===== config.mk =====
export PLATFORM = sky130hd
export DESIGN_NAME = ex_mem_stage_reg
export DESIGN_NICKNAME = d
export VERILOG_FILES = /design/src/rtl/ex_mem_stage_reg.sv
export SDC_FILE = /design/constraint.sdc
export NUM_CORES = 1
export LEC_CHECK = 0
export CORE_MARGIN = 2
export CORE_UTILIZATION = 34
export DETAILED_ROUTE_END_ITERATION = 6
export PLACE_DENSITY = 0.84
export SKIP_LAST_GASP = 1
export SLEW_MARGIN = 10
export SYNTH_ARGS = -nofsm -noshare
export SYNTH_HDL_FRONTEND = slang
export SYNTH_SLANG_ARGS = --single-unit

===== constraint.sdc =====
create_clock -name clk -period 2.28 [get_ports clk]
set_input_delay 0.684 -clock clk [delete_from_list [all_inputs] [get_ports clk]]
set_output_delay 0.684 -clock clk [all_outputs]
set_load 0.01 [all_outputs]

===== src/rtl/ex_mem_stage_reg.sv =====
// Execute->memory pipeline register with the architectural NZCV flag register.
// Each instruction's condition code is checked against the flags; a failed condition squashes its side effects.
module ex_mem_stage_reg #(
    parameter int DATA_W     = 32,
    parameter int REG_ADDR_W = 4
) (
    input  logic                  clk,
    input  logic                  rst,
    input  logic                  stall,
    input  logic                  flush,
    input  logic                  in_valid,
    input  logic [DATA_W-1:0]     in_alu_result,
    input  logic [3:0]            in_alu_flags,
    input  logic [DATA_W-1:0]     in_store_data,
    input  logic [REG_ADDR_W-1:0] in_rd,
    input  logic                  in_reg_write,
    input  logic                  in_mem_write,
    input  logic                  in_mem_to_reg,
    input  logic                  in_set_flags,
    input  logic [3:0]            in_cond,
    output logic                  cond_pass,
    output logic                  out_valid,
    output logic                  out_squashed,
    output logic [DATA_W-1:0]     out_alu_result,
    output logic [DATA_W-1:0]     out_store_data,
    output logic [REG_ADDR_W-1:0] out_rd,
    output logic                  out_reg_write,
    output logic                  out_mem_write,
    output logic                  out_mem_to_reg,
    output logic [3:0]            flags_q
);

    logic flag_n, flag_z, flag_c, flag_v;
    assign {flag_n, flag_z, flag_c, flag_v} = flags_q;

    always_comb begin
        // NOTE: default assignment first so no path through the case can infer a latch.
        cond_pass = 1'b1;
        case (in_cond)
            4'd0:    cond_pass = flag_z;
            4'd1:    cond_pass = !flag_z;
            4'd2:    cond_pass = flag_c;
            4'd3:    cond_pass = !flag_c;
            4'd4:    cond_pass = flag_n;
            4'd5:    cond_pass = !flag_n;
            4'd6:    cond_pass = flag_v;
            4'd7:    cond_pass = !flag_v;
            4'd8:    cond_pass = flag_c && !flag_z;
            4'd9:    cond_pass = !flag_c || flag_z;
            4'd10:   cond_pass = (flag_n == flag_v);
            4'd11:   cond_pass = (flag_n != flag_v);
            4'd12:   cond_pass = !flag_z && (flag_n == flag_v);
            4'd13:   cond_pass = flag_z || (flag_n != flag_v);
            default: cond_pass = 1'b1;  // AL, and 15 behaves as AL
        endcase
    end

    // NOTE: sequential state uses non-blocking assignments so every register samples pre-edge values.
    always_ff @(posedge clk) begin
        if (rst) begin
            out_valid      <= 1'b0;
            out_squashed   <= 1'b0;
            out_alu_result <= '0;
            out_store_data <= '0;
            out_rd         <= '0;
            out_reg_write  <= 1'b0;
            out_mem_write  <= 1'b0;
            out_mem_to_reg <= 1'b0;
            flags_q        <= 4'b0000;
        end else if (!stall) begin
            if (flush || !in_valid) begin
                out_valid      <= 1'b0;
                out_squashed   <= 1'b0;
                out_alu_result <= '0;
                out_store_data <= '0;
                out_rd         <= '0;
                out_reg_write  <= 1'b0;
                out_mem_write  <= 1'b0;
                out_mem_to_reg <= 1'b0;
            end else begin
                // A failed condition still travels down the pipe, but with its writes disabled.
                out_valid      <= 1'b1;
                out_squashed   <= !cond_pass;
                out_alu_result <= in_alu_result;
                out_store_data <= in_store_data;
                out_rd         <= in_rd;
                out_reg_write  <= in_reg_write  && cond_pass;
                out_mem_write  <= in_mem_write  && cond_pass;
                out_mem_to_reg <= in_mem_to_reg && cond_pass;
                if (cond_pass && in_set_flags) begin
                    flags_q <= in_alu_flags;
                end
            end
        end
    end

endmodule

; Word level (Yosys, flattened, before mapping)
; Cells that the tools add are included.
[totals]
input_bits = 85
regBits = 77
output_inout_bits = 78
mem_count = 0
ramBits = 0
latch_bits = 0
mem_bits_ro = 0
wordCells = 52
[classes]
bitwise_logic = 2
n_mul = 0
eq_ne = 15
add_sub_neg = 0
order_cmp = 0
shifts = 0
reduce_logical = 17
n_div = 0
muxes = 9
[op_table]
columns = operator, count
row1 = $mux 32, 2
row2 = $eq 4x4->1 const B, 6
row3 = $eq 4x3->1 const B, 4
row4 = $pmux 1 s14, 1
row5 = $eq 4x2->1 const B, 2
row6 = $logic_and 1x1->1, 6
row7 = $logic_not 1->1, 6
row8 = $mux 1, 5
row9 = $eq 4x1->1 const B, 1
row10 = $logic_not 4->1, 1
row11 = $mux 4, 1
row12 = $logic_or 1x1->1, 3
row13 = $reduce_and 3->1, 1
row14 = $not 1->1, 2
row15 = $eq 1x1->1, 1
row16 = $ne 1x1->1, 1

; Depth between registers and ports, before layout
; Gate-level depths: netlist of the first run.
[depth]
depth_word = 5
mapped_depth = 6
mapped_depth_nobuf = 5

; Worst setup path after synthesis of the first run
; OpenSTA, ideal clock, no wires.
[synth_path]
path_type = in2out
startpoint = input in_cond[0]
endpoint = output cond_pass
slack_ns = -0.127
path_stages = 5
t_required_ns = 1.596
path_buffers = 1
arrival_time_ns = 1.723
path_cell_list = buf_6 -> or4b_1 -> a31oi_1 -> o21ai_2 -> nand3_1
[synth_via]
elab_chain_len = 2
[synth_rtl]
columns = item, line
row1 = from (decl), 20  ; input logic [3:0] in_cond,
row2 = "$eq 4x4->1, or another cell as far along", 39  ; case (in_cond)
row3 = $pmux 1 s14 (*), 39
row4 = to (decl), 21  ; output logic cond_pass,
; Every way passes the cells marked *; elsewhere a longest branch is shown, timed or not.

; Final worst setup path of the first run
; Ends and elaborated chain as after synthesis.

==> results of run 1 <==
==> cells in the final DEF (no fill, tap or decap), types with 2 or more instances in the layout <==
cell / synthesis / routed
clkdlybuf4s50_1: 0 / 155
dfxtp_1: 77 / 76
nor2_1: 70 / 70
a22oi_1: 68 / 68
buf_4: 1 / 20
nand2b_1: 9 / 9
clkbuf_8: 0 / 9
mux2i_1: 5 / 5
buf_6: 1 / 4
xor2_1: 3 / 3
a32o_1: 3 / 3
clkinvlp_4: 0 / 3
buf_2: 2 / 3
a21oi_1: 2 / 2
o21ai_0: 3 / 2
and3_1: 2 / 2
nand2_1: 3 / 2
nor2b_1: 2 / 2
clkbuf_1: 21 / 2
buf_12: 0 / 2
==> worst max-delay path, delay by kind of cell <==
| kind | cells | cell delay, ps |
|---|---|---|
| and+or+nand+nor | 2 | 610 |
| AOI/OAI and AO/OA | 1 | 240 |
| buffers and inverters | 2 | 230 |
==> timing repair <==
| item | CTS | global route |
|---|---|---|
| buffers inserted | 3 | 0 |
| endpoints found under the setup margin | 5 | 1 |
| resized for setup | 27 | 2 |
| gates cloned | 0 | 0 |
| pin swaps | 8 | 5 |
==> metrics by stage <==
step	util (%)	cell area, um^2	setup TNS [ps]
after CTS	59.6	4820	-182
after detailed placement	57.0	4610	-3190
after global routing	59.5	4820	-183
after global placement	57.0	4610	-2710
final	59.5	4820	-163
after floorplan	-	2800	-74.4
==> cell type report <==
class	count	area [um^2]	area share, %
clock buffer	11	131	2.73
multi-input combinational	185	1160	24.2
timing repair buffer	185	1810	37.5
clock inverter	5	36.3	0.753
sequential	77	1540	32.0
tap	105	131	2.73
inverter	1	3.75	0.0779
==> layer usage <==
metal / vias up / track usage, % / part of all wire (%)
li1: 1372 / - / -
met1: 1327 / 21.1 / 39
met2: 89 / 33.9 / 52
met3: 16 / 5.43 / 6.8
met4: 0 / 7.13 / 1.4
met5: - / 0 / 0
==> power by group through the flow <==
stage          registers, mW  logic, mW  clock network (mW)
3_5_place_dp            1.42      0.403                   0
2_1_floorplan           1.44      0.124                   0
4_1_cts                 1.39      0.412               0.927
5_1_grt                 1.40      0.440               0.988
3_3_place_gp            1.42      0.392                   0
6_report                1.39      0.411               0.894
==> path summary, 6_finish.rpt <==
check | to | slack, ps
min reg2reg | out_reg_write | 490
max reg2reg | flags_q[3] | 320
min | out_reg_write | 490
max | cond_pass | -160
==> logic make-up (layout without fill, tap and decap cells) <==
kind of cell    count (synthesis)  after routing
flops                          77             77
compound gates                 82             82
simple gates                   95             95
xor+xnor                        3              3
buf+inv                        27            202
mux                             5              5
==> metrics.cfg, run 1 <==
[cts]
hold_buffers = 0
clock_path_buffers = 2
cts_tree = yes
path_clk_slew_ps = 80
cts_root_buf = clkbuf_8
htreeDepth = 3
clk_latency_ps = 340
cts_buffers = 9
cts.sinks = 77

[critical_path]
cp_max_fo = 4
critical_path_required_ps = 1600
startpoint = in_cond[0]
slowest_delay_ps = 530
criticalPathCategory = input pin to output port
critPathLaunchType = input pin
rr_startpoint = flags_q[3]
crit_path_end_kind = output port
worstPathArrival_ps = 1760
r2r_cells = 7
crit_chain = buf_2 -> or4_4 -> a31o_4 -> nand3_2 -> buf_6
cp_slowest_cell = or4_4

[yosys]
synth_mux_area_share_pct = 1.79
yosysTopAreaCell = dfxtp_1
synth_nets = 374
async_flop_share_pct = 0
synthCells = 289
synth_xor_area_share_pct = 0.940
seq_area_frac_synth_pct = 55.2
ys_ff_latch = 77
synth_most_common_cell = dfxtp_1
synth_compound_area_share_pct = 22.5
synth-warning-count = 0
yosys.cell_types.count = 32
synth_area_mm2 = 0.00279
ys_top_cells_by_area = dfxtp_1, a22oi_1, nor2_1, clkbuf_1, nand2b_1
synthAdderAreaFrac_pct = 0
yosys.area_share.simple_pct = 15.5
synth_area_per_cell_um2 = 9.67
synth.top_cell.area_share_pct = 55.2
synth_top_family_by_area = compound AO/OA/AOI/OAI gates
synthTopCellsByCount = dfxtp_1, nor2_1, a22oi_1, clkbuf_1, nand2b_1
synth_edf_count = 0
ys.flop_type = dfxtp_1

[min_path]
min_path_type = flop to flop
min_from = out_reg_write
holdPathStages = 1

[power]
pwr-share-seq_pct = 51.6
intPower_mw = 2.02
power_frac_comb_pct = 15.2
peakVddDrop_v = 0.000305
swShare_pct = 25.0
netSwitchingPower_mw = 0.674
fin_total_pwr_mw = 2.70
leakage_nw = 1.76
p_clk_share_pct = 33.1
power.density_mw_per_mm2 = 560

[routing]
vias = 2804
drc = 0
wl_per_cell_um = 15.3
drt_iter0_drc = 124
via_per_inst = 4.93
drt-pass1-iter-count = 6
ant_nets = 0
drt-total-wl_um = 8680

[finish]
fillerInstances = 728
num_antenna_cells = 0
nets = 544
drive_gt1_share_pct = 11.4
layout.cells.non_filler = 569
largestRegisters = out_alu_result: 32 flops, out_store_data: 32 flops
area_delta_synth_final_pct = 72.4

[timing]
worst_pin_slew_ps = 725
final_hold_viol_count = 0
slew_headroom_pct = 51.7
setup_viol = 1
fmax_mhz = 409
finalClockSkew_ps = 5.70
fin_hold_ws_ps = 486
fin_crit_ps = 2440
setup_slack_ps = -163
timing.final.crit_share_pct = 107
slew_violations = 0
rsz0062_at_grt = true

[placed_design]
pre_cts_slack_ps = -1000
dp.cells = 550
gp_congestion = 0.853
portBuffers = 162
dp_hpwl_um = 6150

[grt]
grt_max_degree = 71
grt_first_pass_wirelength_um = 13300
grt_pass1_vias = 2814
grt_util_all_layers_pct = 18.9
antenna_found_initial = 0
overflow = 0

[outcome]
violations = negative setup slack
status = finished, violations left

[floorplan]
fp.dieH_um = 94.7
die_area_mm2 = 0.00896
core_mm2 = 0.00809
fp.dieW_um = 94.7
ios = 163
start_util_pct = 34.5
std_cell_rows = 33

[run]
drv_cap = 0

(Power assumes the default switching activity.)
==> run 2: changes to the inputs <==
- SLEW_MARGIN: 10 -> 20
==> results of run 2 <==
No change in the layout: final DEF, timing and power equal those of run 1.
==> patch: new RTL, settings of run 1 <==
The parameter `DATA_W` goes from 32 to 36.
--- a/src/rtl/ex_mem_stage_reg.sv
+++ b/src/rtl/ex_mem_stage_reg.sv
@@ -1,7 +1,7 @@
 // Execute->memory pipeline register with the architectural NZCV flag register.
 // Each instruction's condition code is checked against the flags; a failed condition squashes its side effects.
 module ex_mem_stage_reg #(
-    parameter int DATA_W     = 32,
+    parameter int DATA_W     = 36,
     parameter int REG_ADDR_W = 4
 ) (
     input  logic                  clk,
Ports: changed (resized in_alu_result, in_store_data, out_alu_result and out_store_data); port bits go from 163 to 179. No check against the original RTL was run, so the function may have changed too.
==> patch against run 1 <==
Power up 17%. Highest routed layer unchanged. Non-clock buffer count up 15. Clock power up 32%. Sequential cell count up 8. Utilization up 1.4 points. Synthesized area up 9.7%. Setup slack worse by 0.012 ns. Cell count up 7.4%. The flow still finishes with violations (setup timing). Largest cell class unchanged. Worst hold slack worse by 0.026 ns. Cell area up 10%. Routed wire length up 8.7%.
==> patch: results (changes against run 1) <==
Fraction of the mapped netlist area in compound gates: 22.5% (about the same). The number of buffer cells added on primary ports works out to 178 (+9.9%). The run gives 97 (-22%) as the number of DRC markers after the initial detailed-route iteration.

The post-detailed-route wirelength per cell came out at 15.4 um (+1.2%). The stage delay of the slowest cell on the critical path is 0.48 ns (-0.05 ns), and the async set or reset register ratio after synthesis is 0% (unchanged). The fraction of layout instances using a drive strength above 1 is 11.3% (-0.090 points). The final critical-path setup slack is -0.175 ns (-0.0118 ns), and the overall fraction of global-route tracks in use is 19.3% (+0.36 points). The run gives 65.0% (+13 points) as the worst-case headroom to the max-slew limit.

The tools report the detailed placement HPWL as 6850 um (+11%). For the largest net degree at the start of global routing, the log shows 59 (-17%). The setup slack on the worst flop-to-flop path came out at 0.29 ns (-0.03 ns). The tools report the number of nets in the layout as 591 (+8.6%). The tools report the via count of the first global-routing pass as 3,211 (+14%). The fraction of synthesized cell area taken by the top area cell type came out at 55.5% (+0.34 points).

The final worst clock skew came out at 0.00360 ns (-0.00210 ns). The tools report the routed via count as 3,075 (+9.7%). The slowest stage of the critical path is the sky130_fd_sc_hd__or4_4 cell.

The logs give 0 (unchanged) for the initial antenna violation count and 0.352 mV (+16%) for the maximum ir drop on the vdd rail. The setup-violating endpoint count in the final report was 1 (unchanged). The run finished, with violations left.

Number of antenna cells inserted: 0 (unchanged). The run gives 15,400 um (+15%) as the wire length of the first global-routing pass. Via count normalized by instance count: 5.03 (+2.1%). The mux share of post-synthesis cell area works out to 1.63% (-0.16 points). The cell count after synthesis was 316 (+9.3%); the weighted congestion reported at the end of routability-driven placement was 0.837 (-1.9%). The run gives 55.5% (+0.34 points) as the post-synthesis sequential area ratio. Sorting the synthesized cells by area gives the leading types as sky130_fd_sc_hd__dfxtp_1 (56%), sky130_fd_sc_hd__a22oi_1 (19%), sky130_fd_sc_hd__nor2_1 (9.6%).

The checks that failed: setup timing. Pre-CTS setup slack: -1.02 ns (-0.0180 ns). The total leakage power is 1.94 nW (+10%), and the synthesized netlist net count is 409 (+9.4%).

Number of clock buffers inserted by TritonCTS: 9 (unchanged). The commonest cells after synthesis are sky130_fd_sc_hd__dfxtp_1 (85), sky130_fd_sc_hd__nor2_1 (78), sky130_fd_sc_hd__a22oi_1 (76). The share of the synthesized netlist area taken by xor and xnor gates is 0.857% (-0.083 points). The largest registers in the layout are out_alu_result (36), out_store_data (36).
-- patch: cell types whose count changed in the layout (fill, tap and decap cells not counted), moves of 2 or more --
| cell | before | now |
|---|---|---|
| sky130_fd_sc_hd__a22oi_1 | 68 | 76 |
| sky130_fd_sc_hd__buf_4 | 20 | 22 |
| sky130_fd_sc_hd__bufinv_16 | 0 | 2 |
| sky130_fd_sc_hd__clkdlybuf4s50_1 | 155 | 171 |
| sky130_fd_sc_hd__dfxtp_1 | 76 | 84 |
| sky130_fd_sc_hd__nor2_1 | 70 | 78 |
-- patch: what timing repair did --
| action | in CTS | in global routing |
|---|---|---|
| pin swaps | 7 | 6 |
| endpoints found under the setup margin | 5 | 1 |
| buffers inserted | 0 | 2 |
| hold buffers | 0 | 0 |
| gates resized for setup | 28 | 9 |
-- patch: final cells by class --
class,instances,share of cell area (%)
clock inverters,5,1.58
well taps,108,2.54
flip-flops and latches,85,32.1
clock buffers,11,2.66
repair buffers,200,36.6
multi-input cells,202,24.5
-- patch: cell families after synthesis --
group / after synthesis
and+or+nand+nor: 105
AOI/OAI and AO/OA: 89
DFF: 85
buffers and inverters: 29
muxes: 5
xor gates and xnor gates: 3
-- patch: worst paths after layout --
| check | from | end | depth (start not counted) |
|---|---|---|---|
| worst max-delay path | in_cond[3] | cond_pass | 6 |
| worst min-delay path | out_squashed | out_squashed | 2 |
| worst max register to register | flags_q[3] | flags_q[1] | 7 |
| worst min register to register | out_squashed | out_squashed | 2 |
-- patch: stage by stage --
step	utilization [%]	power [mW]	area, sq um	setup TNS (ns)	hold WS [ns]
after global routing	60.9	3.31	5310	-0.212	0.490
after floorplan	-	1.72	3070	-0.0742	0.467
after global placement	57.6	1.99	5020	-2.71	0.441
after CTS	60.3	3.20	5260	-0.202	0.453
final	60.9	3.16	5310	-0.175	0.460
after detailed placement	57.6	2.01	5020	-3.30	0.440
-- patch: per-layer routing --
layer	share of wire (%)	vias to the layer above	routed length, um	global-route usage (%)
li1	-	1488	-	-
met1	41	1473	3850	21.7
met2	51	96	4820	33.7
met3	5.9	18	559	6.95
met4	2.2	0	210	6.43
met5	0	-	0	0
-- patch: report_power, final --
part           leakage (nW)  switching (mW)  internal (mW)
Sequential            0.690          0.0189           1.52
Combinational          1.14           0.175          0.272
Clock                 0.106           0.526          0.650
Total                  1.94           0.720           2.44
-- patch: critical path, delay by kind of cell --
kind | cells | cell delay, ns
buf+inv | 2 | 0.21
simple gates | 3 | 0.62
compound gates | 1 | 0.25
